--- src/rtl/ps2_pkg.sv ---
// Shared types and byte constants for the PS/2 Set-2 scan-code parser.
package ps2_pkg;

  typedef enum logic [2:0] {
    StIdle,
    StE0,
    StF0,
    StE0F0,
    StPause
  } state_e;

  localparam logic [7:0] PFX_E0 = 8'hE0;
  localparam logic [7:0] PFX_F0 = 8'hF0;
  localparam logic [7:0] PFX_E1 = 8'hE1;

  localparam logic [7:0] ST_BAT_OK   = 8'hAA;
  localparam logic [7:0] ST_ACK      = 8'hFA;
  localparam logic [7:0] ST_ECHO     = 8'hEE;
  localparam logic [7:0] ST_BAT_FAIL = 8'hFC;
  localparam logic [7:0] ST_DIAG_ERR = 8'hFD;
  localparam logic [7:0] ST_RESEND   = 8'hFE;
  localparam logic [7:0] ST_OVF_LO   = 8'h00;
  localparam logic [7:0] ST_OVF_HI   = 8'hFF;

  // Print Screen wraps itself in fake shift codes that must be dropped.
  localparam logic [7:0] FAKE_LSHFT = 8'h12;
  localparam logic [7:0] FAKE_RSHFT = 8'h59;

  // Bytes after E1 for Pause; entry 0 is the first one expected.
  localparam logic [6:0][7:0] PAUSE_SEQ = {8'h77, 8'hF0, 8'h14, 8'hF0, 8'hE1, 8'h77, 8'h14};

  localparam int unsigned MOD_LCTRL = 8;
  localparam int unsigned MOD_LSHFT = 7;
  localparam int unsigned MOD_LALT  = 6;
  localparam int unsigned MOD_LWIN  = 5;
  localparam int unsigned MOD_RCTRL = 4;
  localparam int unsigned MOD_RSHFT = 3;
  localparam int unsigned MOD_RALT  = 2;
  localparam int unsigned MOD_RWIN  = 1;
  localparam int unsigned MOD_CAPS  = 0;

  localparam logic [8:0] KEY_LSHFT = 9'h012;
  localparam logic [8:0] KEY_RSHFT = 9'h059;
  localparam logic [8:0] KEY_LCTRL = 9'h014;
  localparam logic [8:0] KEY_RCTRL = 9'h114;
  localparam logic [8:0] KEY_LALT  = 9'h011;
  localparam logic [8:0] KEY_RALT  = 9'h111;
  localparam logic [8:0] KEY_LWIN  = 9'h11F;
  localparam logic [8:0] KEY_RWIN  = 9'h127;
  localparam logic [8:0] KEY_CAPS  = 9'h058;
  localparam logic [8:0] KEY_PAUSE = 9'h177;

  function automatic logic is_status(input logic [7:0] b);
    return (b == ST_BAT_OK) || (b == ST_ACK) || (b == ST_ECHO) || (b == ST_BAT_FAIL) ||
           (b == ST_DIAG_ERR) || (b == ST_RESEND) || (b == ST_OVF_LO) || (b == ST_OVF_HI);
  endfunction

  function automatic logic is_prefix(input logic [7:0] b);
    return (b == PFX_E0) || (b == PFX_F0) || (b == PFX_E1);
  endfunction

  function automatic logic is_fake_shift(input logic [7:0] b);
    return (b == FAKE_LSHFT) || (b == FAKE_RSHFT);
  endfunction

endpackage

--- src/rtl/ps2_scancode_parser.sv ---
// Turns the PS/2 byte stream into key events with modifier/caps tracking, and
// forwards keyboard status bytes on their own strobe.
module ps2_scancode_parser
  import ps2_pkg::*;
#(
  parameter int unsigned TIMEOUT_CYCLES = 2_000_000,
  parameter int unsigned CNT_W          = $clog2(TIMEOUT_CYCLES + 1)
) (
  input  logic       CLOCK_50,
  input  logic       reset,
  input  logic [7:0] received_data,
  input  logic       received_data_en,
  output logic       key_valid,
  output logic [8:0] key_code,
  output logic       key_make,
  output logic       key_repeat,
  output logic [8:0] modifiers,
  output logic       status_valid,
  output logic [7:0] status_code,
  output logic       seq_error
);

  state_e           state_q, state_d;
  logic [2:0]       idx_q, idx_d;
  logic [CNT_W-1:0] cnt_q, cnt_d;
  logic             err_set, ev, ev_make, ev_pause, st_ev, reparse, rep;
  logic [8:0]       ev_code, mods_d, last_d;

  logic       key_valid_q, key_make_q, key_repeat_q, status_valid_q, seq_err_q;
  logic [8:0] key_code_q, mods_q, last_make_q;
  logic [7:0] status_code_q;

  always_comb begin
    state_d  = state_q;
    idx_d    = idx_q;
    cnt_d    = cnt_q;
    err_set  = 1'b0;
    ev       = 1'b0;
    ev_code  = '0;
    ev_make  = 1'b0;
    ev_pause = 1'b0;
    st_ev    = 1'b0;
    reparse  = 1'b0;
    if (received_data_en) begin
      cnt_d = '0;
      case (state_q)
        StIdle: reparse = 1'b1;
        StE0: begin
          state_d = StIdle;
          if (received_data == PFX_F0) begin
            state_d = StE0F0;
          end else if (!is_fake_shift(received_data)) begin
            ev      = 1'b1;
            ev_code = {1'b1, received_data};
            ev_make = 1'b1;
          end
        end
        StF0: begin
          state_d = StIdle;
          if (is_prefix(received_data)) begin
            err_set = 1'b1;
          end else begin
            ev      = 1'b1;
            ev_code = {1'b0, received_data};
          end
        end
        StE0F0: begin
          state_d = StIdle;
          if (is_prefix(received_data)) begin
            err_set = 1'b1;
          end else if (!is_fake_shift(received_data)) begin
            ev      = 1'b1;
            ev_code = {1'b1, received_data};
          end
        end
        StPause: begin
          if (received_data == PAUSE_SEQ[idx_q]) begin
            if (idx_q == 3'd6) begin
              state_d  = StIdle;
              idx_d    = '0;
              ev       = 1'b1;
              ev_code  = KEY_PAUSE;
              ev_make  = 1'b1;
              ev_pause = 1'b1;
            end else begin
              idx_d = idx_q + 3'd1;
            end
          end else begin
            // A broken Pause sequence still lets the offending byte start something new.
            err_set = 1'b1;
            reparse = 1'b1;
          end
        end
        default: state_d = StIdle;
      endcase
      if (reparse) begin
        state_d = StIdle;
        idx_d   = '0;
        if (received_data == PFX_E0) begin
          state_d = StE0;
        end else if (received_data == PFX_F0) begin
          state_d = StF0;
        end else if (received_data == PFX_E1) begin
          state_d = StPause;
        end else if (is_status(received_data)) begin
          st_ev = 1'b1;
        end else begin
          ev      = 1'b1;
          ev_code = {1'b0, received_data};
          ev_make = 1'b1;
        end
      end
    end else if (state_q != StIdle) begin
      if (cnt_q == CNT_W'(TIMEOUT_CYCLES - 1)) begin
        state_d = StIdle;
        idx_d   = '0;
        cnt_d   = '0;
        err_set = 1'b1;
      end else begin
        cnt_d = cnt_q + CNT_W'(1);
      end
    end
  end

  always_comb begin
    rep    = ev_make && !ev_pause && (ev_code == last_make_q);
    mods_d = mods_q;
    last_d = last_make_q;
    case (ev_code)
      KEY_LCTRL: mods_d[MOD_LCTRL] = ev_make;
      KEY_LSHFT: mods_d[MOD_LSHFT] = ev_make;
      KEY_LALT:  mods_d[MOD_LALT]  = ev_make;
      KEY_LWIN:  mods_d[MOD_LWIN]  = ev_make;
      KEY_RCTRL: mods_d[MOD_RCTRL] = ev_make;
      KEY_RSHFT: mods_d[MOD_RSHFT] = ev_make;
      KEY_RALT:  mods_d[MOD_RALT]  = ev_make;
      KEY_RWIN:  mods_d[MOD_RWIN]  = ev_make;
      KEY_CAPS:  if (ev_make && !rep) mods_d[MOD_CAPS] = ~mods_q[MOD_CAPS];
      default: ;
    endcase
    if (ev_make) begin
      last_d = ev_code;
    end else if (ev_code == last_make_q) begin
      last_d = '0;
    end
  end

  always_ff @(posedge CLOCK_50 or posedge reset) begin
    if (reset) begin
      state_q        <= StIdle;
      idx_q          <= '0;
      cnt_q          <= '0;
      key_valid_q    <= 1'b0;
      key_code_q     <= '0;
      key_make_q     <= 1'b0;
      key_repeat_q   <= 1'b0;
      mods_q         <= '0;
      last_make_q    <= '0;
      status_valid_q <= 1'b0;
      status_code_q  <= '0;
      seq_err_q      <= 1'b0;
    end else begin
      state_q        <= state_d;
      idx_q          <= idx_d;
      cnt_q          <= cnt_d;
      key_valid_q    <= ev;
      status_valid_q <= st_ev;
      if (err_set) seq_err_q <= 1'b1;
      if (ev) begin
        key_code_q   <= ev_code;
        key_make_q   <= ev_make;
        key_repeat_q <= rep;
        mods_q       <= mods_d;
        last_make_q  <= last_d;
      end
      if (st_ev) status_code_q <= received_data;
    end
  end

  assign key_valid    = key_valid_q;
  assign key_code     = key_code_q;
  assign key_make     = key_make_q;
  assign key_repeat   = key_repeat_q;
  assign modifiers    = mods_q;
  assign status_valid = status_valid_q;
  assign status_code  = status_code_q;
  assign seq_error    = seq_err_q;

endmodule

--- config.mk ---
export PLATFORM = sky130hd
export DESIGN_NAME = ps2_scancode_parser
export DESIGN_NICKNAME = d
export VERILOG_FILES = /design/src/rtl/ps2_pkg.sv /design/src/rtl/ps2_scancode_parser.sv
export SDC_FILE = /design/constraint.sdc
export NUM_CORES = 1
export LEC_CHECK = 0
export CAP_MARGIN = 0
export CORE_ASPECT_RATIO = 2
export CORE_UTILIZATION = 52
export CTS_CLUSTER_SIZE = 16
export DETAILED_ROUTE_END_ITERATION = 6
export GPL_ROUTABILITY_DRIVEN = 0
export PLACE_DENSITY = 0.82
export SLEW_MARGIN = 40
export SYNTH_ARGS = -nofsm -noshare
export SYNTH_HDL_FRONTEND = slang
export SYNTH_SLANG_ARGS = --single-unit
export TNS_END_PERCENT = 20
--- constraint.sdc ---
create_clock -name CLOCK_50 -period 2.8 [get_ports CLOCK_50]
set_clock_uncertainty 0.2 [all_clocks]
set_input_delay 0.7 -clock CLOCK_50 [delete_from_list [all_inputs] [get_ports CLOCK_50]]
set_output_delay 0.7 -clock CLOCK_50 [all_outputs]
set_load 0.01 [all_outputs]
==> results of run 1 <==
==> what timing repair did <==
action	4_1_cts	5_1_grt
setup endpoints to repair	42	38
pin swaps	28	25
setup buffers	18	14
gates resized for setup	76	41
==> synth_stat cells, drive strengths merged (4+ instances only) <==
cell	number	share of area, %
and4	4	0.87
nand4	11	1.9
nor3	12	1.8
xnor2	5	1.1
a21oi	14	1.7
or3	5	0.77
inv	14	1.3
clkbuf	10	0.93
mux2	15	4.2
and3	11	1.7
xor2	16	3.5
ha	6	1.9
dfrtp	67	41
nor4	4	0.77
nor2	52	4.8
o31ai	6	1.2
a211oi	10	2.0
nand2b	7	1.1
nor2b	6	0.93
o21ai	28	3.6
nand3	22	2.8
nand2	48	4.4
buf	13	1.6
a21o	4	0.74
o211ai	7	1.5
nor4b	5	1.2
mux2i	5	1.2
==> worst paths after layout <==
path | endpoint | slack, ns | cells past startpoint
max reg2reg | last_make_q[7] | -0.47 | 14
min reg2reg | key_code[7] | 0.27 | 2
max in group asynchronous | idx_q[0] | 1.55 | 3
min in group asynchronous | cnt_q[5] | 0.55 | 3
min | key_code[7] | 0.27 | 2
max | last_make_q[7] | -0.47 | 14
==> sequential cells by signal, indices dropped and copies added (netlist names) <==
signal / cells
cnt_q: 21
idx_q: 3
key_code: 9
key_make: 1
key_repeat: 1
key_valid: 1
last_make_q: 9
modifiers: 9
seq_error: 1
state_q: 3
status_code: 8
status_valid: 1
==> per-stage QoR <==
stage	hold slack, ns	cells	utilization (%)	setup TNS (ns)
after global routing	0.287	691	80.5	-10.01
after CTS	0.278	677	77.0	-4.83
after floorplan	0.237	449	-	-2.33
after global placement	0.258	643	68.6	-26.28
after detailed placement	0.266	643	68.6	-30.53
final	0.269	691	80.5	-7.75
==> layer usage <==
metal	GRT usage, %	part of all wire, %	vias to the layer above	wire length [µm]
met5	0	0	-	0
met4	27.5	11	0	1690
met2	63.3	51	311	8110
met1	33.8	32	2139	5140
li1	-	-	1903	-
met3	7.46	6.7	166	1070
==> power by group through the flow <==
stage	Clock, mW	Sequential (mW)	Combinational [mW]
6_report	1.25	1.16	1.03
3_5_place_dp	0	1.17	0.776
5_1_grt	1.30	1.17	1.07
4_1_cts	1.24	1.15	0.877
2_1_floorplan	0	1.18	0.418
3_3_place_gp	0	1.16	0.753
==> cell type report <==
type | count | area share [%]
clock buffer | 10 | 3.93
clock inverter | 6 | 1.46
inverter | 14 | 0.906
multi-input combinational | 345 | 42.9
sequential | 67 | 27.6
tap | 94 | 1.94
timing repair buffer | 155 | 21.2
==> tightest hold or removal path, stage by stage, from the launching register on <==
cell and delay, ns:
dfrtp_1 0.34, nand2_1 0.05, nand2_1 0.05
==> kinds of logic (layout without fill, tap and decap cells) <==
logic type	Yosys count	in the layout	synth area share, %
simple gates	203	203	26.0
compound gates	95	95	16.9
flops	67	67	41.4
buf+inv	37	185	3.86
xor+xnor	21	21	4.54
mux	20	20	5.41
fa+ha+maj	6	6	1.85
==> qor.txt, run 1 <==
CP bufs+invs: 4
Hold Path Class: flop to flop
clock-pin slew on the worst setup and hold paths: 0.06 ns
minimum clock period: 3.27 ns
nature of the critical path endpoint: flop
final instance area: 6080 µm²
Pleak: 2.73 nW
clk_lat worst skew: 0.34 ns
Vias per Instance: 6.54
Setup crit start kind: flop
CP most frequent cell: buf_4
final max-slew violation count: 0
drt total wl: 16,000 µm
I/O pin count: 42
Critical Path, Cell by Cell: buf_4, ha_2, nor3_1, nor3_2, o31ai_2, buf_4, nand3_2, buf_4, mux2i_2, a2111oi_4, nand4_2, buf_4, nor3_2, o31ai_1
H-tree Lvls: 3
DRT iter0 DRCs: 530
Final ANT Viol Nets: 0
Multi-input gate area: 2610 µm²
measured slew at the worst slew-check pin: 0.517 ns
failing checks: negative setup slack
Max Freq: 306 MHz
mean post-synth cell area: 9.02 µm²
Crit Path Max Fanout: 4
FP Rows: 45
max-cap violations: 0
hold_sp: key_code[7]
yosys warns: 0
total grt overflow: 0
most frequent cells in the layout: buf_4, dfrtp_1, nor2_1
delay of the slowest critical-path stage: 0.39 ns
IO Port Bufs: 41
# diodes: 0
post-place setup slack: -1.01 ns
Comb power frac: 30.0%
DRC: 0
switch share: 31.6%
status: finished with violations
RSZ-0062 raised after global routing: true
Worst Setup SP: idx_q[1]
# setup viols final: 27
Placed Area: 5170 µm²
Final Hold Vio Count: 0
Switch Pwr: 1.09 mW
synthesis-to-finish area growth: 50.1%
Syn Nets: 466
Pre-Repair DR Iteration Count: 6
register area: 1680 µm²
# nets final: 609
Primary FF master, synth: dfrtp_1
Req. time, crit path: 2.82 ns
first-pass GRT wire length: 21,800 µm
fill count: 405
ys async rst share: 100%
P_int: 2.36 mW
routed len/inst: 23.2 µm
Clock Power Share: 36.2%
post-layout worst setup margin: -0.468 ns
post-synth cell types: 66
Post-DP HPWL: 8680 µm
Arr. time, crit path: 3.29 ns
P per Cell Area: 567 nW/µm²
hold-fix buffers at CTS: 0
Final period util: 117%
CTS tree: built
number of flops mapped to enable cells by yosys: 0
Die Wd: 64.4 µm
Num Clock Sinks: 67
overall power: 3.44 mW
CP top delay family: simple AND/OR/NAND/NOR gates
CTS root buf: clkbuf_16
Starting Density: 53.7%
register share of total power: 33.8%
vias post-DR: 4,519
Seq/Total Area, Yosys: 41.4%
initial antenna violation count: 0
Slowest cell on crit path: dfrtp_1
reg2reg start: idx_q[1]
Yosys reg bits: 67
Max-Slew Margin vs Limit: 65.4%
Clock Tree Buf Depth: 2
Die H: 127 µm
Core ar.: 7540 µm²
Syn Inst Count: 449
largest net degree at the start of global routing: 68
commonest non-fill, non-tap cell in the layout: buf_4
vias in the first global route: 4,412
maximum VDD drop: 556 µV
Post-Syn Area: 4050 µm²
share of cells above drive strength 1: 37.5%
die area: 8160 µm²
critical path class: flop to flop
Tot GR Track Use: 35.4%
CTS Buf Count: 9
(Power assumes the default switching activity.)
==> run 2, diff against run 1 <==
--- a/config.mk
+++ b/config.mk
@@ -7,11 +7,11 @@
 export LEC_CHECK = 0
 export CAP_MARGIN = 0
 export CORE_ASPECT_RATIO = 2
-export CORE_UTILIZATION = 52
+export CORE_UTILIZATION = 57
 export CTS_CLUSTER_SIZE = 16
 export DETAILED_ROUTE_END_ITERATION = 6
 export GPL_ROUTABILITY_DRIVEN = 0
-export PLACE_DENSITY = 0.82
+export PLACE_DENSITY = 0.85
 export SLEW_MARGIN = 40
 export SYNTH_ARGS = -nofsm -noshare
 export SYNTH_HDL_FRONTEND = slang
==> constraint.sdc (replaced) <==
create_clock -name CLOCK_50 -period 3.1 [get_ports CLOCK_50]
set_clock_uncertainty 0.2 [all_clocks]
set_input_delay 0.775 -clock CLOCK_50 [delete_from_list [all_inputs] [get_ports CLOCK_50]]
set_output_delay 0.775 -clock CLOCK_50 [all_outputs]
set_load 0.01 [all_outputs]
==> qor.txt, run 2 <==
status: aborted with a tool error
Fail Step: 5_1_grt
tool error: [ERROR GRT-0232] Routing congestion too high. Check the congestion heatmap in the GUI.
Die Wd: 61.6 µm (-4.3%)
Synth area leaders: dfrtp_1, nor2_1, nand2_1
FP Rows: 43 (-4.4%)
CTS root buf: clkbuf_16
largest net degree at the start of global routing: 68
ys async rst share: 100% (unchanged)
largest area contributor in the netlist: dfrtp_1
Syn Nets: 466 (unchanged)
most frequent cells after synthesis: dfrtp_1, nor2_1, nand2_1
mean post-synth cell area: 9.02 µm² (unchanged)
post-synth cell types: 66 (unchanged)
worst setup endpoint GRT: last_make_q[5]$_DFFE_PP0P_/D
most common cell in the netlist: dfrtp_1
Yosys reg bits: 67 (unchanged)
Seq/Total Area, Yosys: 41.4% (unchanged)
Num Clock Sinks: 67 (unchanged)
yosys warns: 0 (unchanged)
Syn Inst Count: 449 (unchanged)
worst_ep kind: register data pin
number of flops mapped to enable cells by yosys: 0 (unchanged)
total grt overflow: 2
Clock Tree Buf Depth: 2 (unchanged)
Tot GR Track Use: 64.7%
Starting Density: 58.8% (+5.1 points)
Die H: 121 µm (-4.4%)
I/O pin count: 42 (unchanged)
CTS Buf Count: 9 (unchanged)
IO Port Bufs: 41 (unchanged)
Post-Syn Area: 4050 µm² (unchanged)
H-tree Lvls: 3 (unchanged)
dpl cells: 630 (-2.0%)
area fraction of the dominant cell type after synthesis: 41.4% (unchanged)
hold-fix buffers at CTS: 0 (unchanged)
Post-DP HPWL: 8590 µm (-1.0%)
Primary FF master, synth: dfrtp_1
[run 2: what timing repair did]
action,in CTS
setup endpoints to repair,19
pin swaps,33
buffers inserted,29
gates cloned,0
gates resized for setup,76
[run 2: cell families after synthesis]
| family | after synthesis | share of synthesized area, % |
|---|---|---|
| mux | 20 | 5.41 |
| xor+xnor | 21 | 4.54 |
| compound gates | 95 | 16.9 |
| buf+inv | 37 | 3.86 |
| simple gates | 203 | 26.0 |
| fa+ha+maj | 6 | 1.85 |
| flops | 67 | 41.4 |
[run 2: through the flow]
step / setup slack (ns) / hold WS [ns] / cell area [µm²] / setup TNS, ns
floorplan: 0.00890 / 0.237 / 4140 / 0
global placement: -0.704 / 0.253 / 5100 / -15.03
detailed placement: -0.741 / 0.260 / 5100 / -17.77
CTS: -0.126 / 0.272 / 5890 / -0.620
[run 2: metal layers]
metal  track usage [%]  overflow
met1              69.6         0
met2              82.0         1
met3              42.8         0
met4              58.3         1
met5              2.52         0
==> run 3, diff against run 2 <==
--- a/config.mk
+++ b/config.mk
@@ -6,12 +6,10 @@
 export NUM_CORES = 1
 export LEC_CHECK = 0
 export CAP_MARGIN = 0
-export CORE_ASPECT_RATIO = 2
-export CORE_UTILIZATION = 57
-export CTS_CLUSTER_SIZE = 16
+export CORE_UTILIZATION = 40
 export DETAILED_ROUTE_END_ITERATION = 6
 export GPL_ROUTABILITY_DRIVEN = 0
-export PLACE_DENSITY = 0.85
+export PLACE_DENSITY_LB_ADDON = 0.15
 export SLEW_MARGIN = 40
 export SYNTH_ARGS = -nofsm -noshare
 export SYNTH_HDL_FRONTEND = slang
==> qor.txt, run 3 (synthesized netlist as in run 1, its figures left out) <==
measured slew at the worst slew-check pin: 0.489 ns
Core ar.: 9770 µm²
reg2reg start: idx_q[1]
# setup viols final: 8
Hold Path Depth: 1
clock-pin slew on the worst setup and hold paths: 0.07 ns
DRC: 0
Worst R2R End: last_make_q[1]
Placed Area: 5280 µm² (+3.5%)
Top reg by flops: cnt_q
Clock Tree Buf Depth: 2 (unchanged)
Core Util, Final: 61.7%
DRT iter0 DRCs: 201
worst hold endpoint: seq_error
Pre-Repair DR Iteration Count: 4
failing checks: negative setup slack
final max-slew violation count: 0
reg-to-reg slack, setup: -0.03 ns
fill count: 790
# diodes: 0
Max-Slew Margin vs Limit: 66.9%
maximum VDD drop: 303 µV
most frequent cells in the layout: buf_4, dfrtp_1, nor2_1
number of flip-flops in the largest register: 21
P per Cell Area: 438 nW/µm²
clk_lat worst skew: 0.36 ns
# nets final: 606
Pleak: 2.67 nW
Die Wd: 103 µm (+67%)
Req. time, crit path: 3.14 ns
IO Port Bufs: 41 (unchanged)
Comb power frac: 32.6%
Final Hold Vio Count: 0
first-pass GRT wire length: 18,900 µm
Max Freq: 317 MHz
die area: 10,500 µm²
Clock Power Share: 27.7%
Final ANT Viol Nets: 0
Num Clock Sinks: 67 (unchanged)
Switch Pwr: 0.846 mW
largest net degree at the start of global routing: 29
FP Rows: 36 (-16%)
nature of the critical path endpoint: flop
initial antenna violation count: 0
Tot GR Track Use: 23.6%
switch share: 32.1%
routed len/inst: 16.1 µm
Vias per Instance: 5.45
Final period util: 102%
minimum clock period: 3.15 ns
H-tree Lvls: 3 (unchanged)
vias in the first global route: 3,845
max-cap violations: 0
hold_sp: seq_error
status: finished with violations
Post-DP HPWL: 8210 µm (-4.4%)
Worst R2R Path Depth: 13
Hold Path Class: flop to flop
critical path class: input port to flop
Starting Density: 41.4% (-17 points)
Setup crit start kind: input port
vias post-DR: 3,954
total grt overflow: 0
share of cells above drive strength 1: 36.6%
Arr. time, crit path: 3.19 ns
P_int: 1.79 mW
commonest non-fill, non-tap cell in the layout: buf_4
drt total wl: 11,700 µm
CTS Buf Count: 9 (unchanged)
Die H: 103 µm (-15%)
Crit Path Max Fanout: 8
CTS tree: built
RSZ-0062 raised after global routing: true
post-layout worst setup margin: -0.0510 ns
final instance area: 6030 µm²
CTS root buf: clkbuf_8
synthesis-to-finish area growth: 48.9%
register share of total power: 39.7%
I/O pin count: 42 (unchanged)
## run 3: worst max-delay path by stage
stage	startpoint	to	slack, ns	cells past startpoint
after floorplan	received_data[4]	modifiers[0]	0.009	10
after global placement	received_data[4]	modifiers[5]	-0.67	9
after detailed placement	received_data[0]	last_make_q[6]	-0.74	10
after CTS	idx_q[0]	modifiers[2]	-0.02	13
after global routing	idx_q[0]	last_make_q[2]	-0.11	13
final	received_data[6]	last_make_q[2]	-0.05	11
## run 3: final cells by class
cell class              count  area [µm²]  share of cell area (%)
inverters                  14        55.1                   0.913
well taps                 133         166                    2.76
clock inverters             1        5.00                  0.0830
flip-flops and latches     67        1680                    27.8
clock buffers              14         193                    3.20
multi-input cells         345        2610                    43.3
repair buffers            152        1320                    21.9
## run 3: what timing repair did
action                                 4_1_cts  5_1_grt
gates resized for setup                     63       66
hold buffers                                 0        0
buffers inserted                            17        7
pin swaps                                   26       25
setup endpoints to repair                   19       28
cloned                                       0        0
endpoints found under the hold margin        0        0
## run 3: per-stage QoR
| stage | hold WS (ns) | cells | total power, mW | worst slack (ns) | TNS (ns) |
|---|---|---|---|---|---|
| 2_1_floorplan | 0.237 | 449 | 1.44 | 0.00890 | 0 |
| 3_3_place_gp | 0.241 | 688 | 1.74 | -0.667 | -16.49 |
| 3_5_place_dp | 0.247 | 688 | 1.76 | -0.738 | -18.63 |
| 4_1_cts | 0.263 | 720 | 2.55 | -0.0233 | -0.0578 |
| 5_1_grt | 0.281 | 726 | 2.77 | -0.114 | -1.06 |
| 6_report | 0.257 | 726 | 2.64 | -0.0510 | -0.250 |
## run 3: worst max-delay path, stage by stage
cell and delay [ns]:
buf_6 0.12, or4_4 0.53, o22a_1 0.28, o311ai_4 0.11, nand2b_4 0.17, o211ai_1 0.12
a2111oi_4 0.37, nand4_2 0.23, nor3_4 0.29, buf_6 0.15, nor3_1 0.05
## run 3: power by group through the flow
stage	registers (mW)	clock network, mW	logic [mW]
floorplan	1.07	0	0.373
global placement	1.05	0	0.687
detailed placement	1.06	0	0.700
CTS	1.04	0.750	0.763
global route	1.06	0.778	0.933
finish	1.05	0.732	0.860
## run 3: layer usage
metal  routed length [µm]  global-route usage [%]  part of all wire (%)
met1                 5250                    31.2                    45
met2                 5640                    38.0                    48
met3                  511                    3.46                   4.4
met4                  301                    11.2                   2.6
met5                    0                       0                     0
==> run 4, diff against run 3 <==
--- a/config.mk
+++ b/config.mk
@@ -6,6 +6,7 @@
 export NUM_CORES = 1
 export LEC_CHECK = 0
 export CAP_MARGIN = 0
+export CORE_MARGIN = 4
 export CORE_UTILIZATION = 40
 export DETAILED_ROUTE_END_ITERATION = 6
 export GPL_ROUTABILITY_DRIVEN = 0
@@ -14,4 +15,4 @@
 export SYNTH_ARGS = -nofsm -noshare
 export SYNTH_HDL_FRONTEND = slang
 export SYNTH_SLANG_ARGS = --single-unit
-export TNS_END_PERCENT = 20
+export TNS_END_PERCENT = 10
==> qor.txt, run 4 (synthesized netlist as in run 1, its figures left out) <==
Arr. time, crit path: 3.19 ns (about the same)
Switch Pwr: 0.795 mW (-6.1%)
Starting Density: 41.2% (-0.19 points)
measured slew at the worst slew-check pin: 0.504 ns (+0.0146 ns)
Hold Path Class: flop to flop
register share of total power: 40.9% (+1.2 points)
reg2reg start: idx_q[0]
# setup viols final: 5 (-3)
clk_lat worst skew: 0.35 ns (about the same)
routed len/inst: 15.7 µm (-2.8%)
FP Rows: 36 (unchanged)
total grt overflow: 0 (unchanged)
delay of the slowest critical-path stage: 0.35 ns (-0.18 ns)
share of cells above drive strength 1: 31.8% (-4.8 points)
Req. time, crit path: 3.13 ns (about the same)
Pre-Repair DR Iteration Count: 4 (unchanged)
CTS tree: built
most frequent cells in the layout: buf_4, dfrtp_1, nor2_1
Pleak: 2.49 nW (-6.8%)
Die Wd: 109 µm (+5.8%)
die area: 11,800 µm² (+12%)
Post-DP HPWL: 8030 µm (-2.3%)
vias post-DR: 3,815 (-3.5%)
nature of the critical path endpoint: flop
Clock Power Share: 29.1% (+1.4 points)
maximum VDD drop: 287 µV (-5.3%)
P_int: 1.75 mW (-2.2%)
final max-slew violation count: 0 (unchanged)
Final period util: 102% (about the same)
I/O pin count: 42 (unchanged)
Top reg by flops: cnt_q
P per Cell Area: 446 nW/µm² (+2.0%)
Final ANT Viol Nets: 0 (unchanged)
Core ar.: 9820 µm² (+0.46%)
Worst R2R Path Depth: 12 (-1)
minimum clock period: 3.15 ns (+0.00152 ns)
max-cap violations: 0 (unchanged)
hold_sp: seq_error
number of flip-flops in the largest register: 21 (unchanged)
Slowest cell on crit path: mux2_2
Crit Path Max Fanout: 7 (-1)
Tot GR Track Use: 20.0% (-3.6 points)
final instance area: 5710 µm² (-5.3%)
clock-pin slew on the worst setup and hold paths: 0.07 ns (about the same)
commonest non-fill, non-tap cell in the layout: buf_4
DRC: 0 (unchanged)
WHS: 0.251 ns (-0.00525 ns)
first-pass GRT wire length: 18,700 µm (-1.3%)
Hold Path Depth: 1 (unchanged)
DRT iter0 DRCs: 184 (-8.5%)
# nets final: 591 (-2.5%)
# diodes: 0 (unchanged)
H-tree Lvls: 3 (unchanged)
initial antenna violation count: 0 (unchanged)
IO Port Bufs: 41 (unchanged)
Critical Path, Cell by Cell: clkdlybuf4s15_2, buf_4, xnor2_1, nand3_1, o31ai_4, buf_4, a31o_4, o211ai_4, nand2_2, inv_4, nand4_1, nor3_2, mux2_2
Placed Area: 5190 µm² (-1.7%)
Clock Tree Buf Depth: 2 (unchanged)
critical path class: input port to flop
Comb power frac: 30.0% (-2.6 points)
CTS root buf: clkbuf_8
vias in the first global route: 3,710 (-3.5%)
reg-to-reg slack, setup: 0 ns (+0.03 ns)
RSZ-0062 raised after global routing: true
switch share: 31.2% (-0.88 points)
Max-Slew Margin vs Limit: 66.1% (-0.83 points)
CTS Buf Count: 9 (unchanged)
Max Freq: 317 MHz (about the same)
drt total wl: 11,100 µm (-4.8%)
Die H: 109 µm (+5.8%)
worst hold endpoint: seq_error
status: finished with violations
largest net degree at the start of global routing: 68 (+130%)
CP most frequent cell: buf_4
Vias per Instance: 5.37 (-1.5%)
post-layout worst setup margin: -0.0526 ns (-0.00152 ns)
Worst R2R End: modifiers[7]
synthesis-to-finish area growth: 41.0%
Setup crit start kind: input port
failing checks: negative setup slack
Final Hold Vio Count: 0 (unchanged)
Num Clock Sinks: 67 (unchanged)
## run 4: worst max-delay path by stage
| stage | from | depth (start not counted) | slack, ns | to |
|---|---|---|---|---|
| after global placement | received_data[0] | 10 | -0.72 | modifiers[0] |
| after detailed placement | received_data[0] | 11 | -0.75 | last_make_q[1] |
| final | received_data[7] | 13 | -0.05 | modifiers[7] |
| after floorplan | received_data[4] | 10 | -0.008 | modifiers[0] |
| after global routing | idx_q[0] | 12 | -0.22 | modifiers[7] |
| after CTS | received_data[1] | 11 | -0.02 | last_make_q[2] |
## run 4: routing by layer
layer	up-vias	wire (µm)	GRT usage, %	share of wire, %
met4	0	132	4.87	1.2
met5	-	0	0	0
met2	94	5190	31.0	47
met1	1834	5270	28.4	47
li1	1876	-	-	-
met3	11	543	4.62	4.9
## run 4: timing repair
action,CTS,global route
gates cloned,0,0
setup buffers,9,8
resized for setup,43,26
pin swaps,19,16
hold buffers,0,0
setup endpoints to repair,20,19
## run 4: worst max-delay path, delay by kind of cell
family / cells / cell delay, ns
and+or+nand+nor: 4 / 0.63
xor gates and xnor gates: 1 / 0.11
buffers and inverters: 4 / 0.65
AOI/OAI and AO/OA: 3 / 0.67
muxes: 1 / 0.35
## run 4: area by class of cell
class | count | area [µm²]
fill | 908 | 4110
multi-input combinational | 345 | 2470
sequential | 67 | 1680
timing repair buffer | 137 | 1140
tap | 133 | 166
clock buffer | 13 | 159
inverter | 14 | 55.1
clock inverter | 2 | 35.0
## run 4: per-stage QoR
step                power (mW)  util [%]  cells  setup slack (ns)  TNS, ns
global placement          1.73      52.8    679            -0.721   -18.40
detailed placement        1.74      52.8    679            -0.751   -19.67
floorplan                 1.44         -    449          -0.00751  -0.0179
global route              2.70      58.1    711            -0.217    -1.86
finish                    2.55      58.1    711           -0.0526   -0.106
CTS                       2.51      56.5    703           -0.0202  -0.0772
## run 4: power groups by stage
stage	Clock, mW	Sequential, mW	Combinational [mW]
floorplan	0	1.07	0.372
global placement	0	1.05	0.677
detailed placement	0	1.06	0.684
CTS	0.762	1.04	0.709
global route	0.808	1.06	0.838
finish	0.742	1.04	0.764
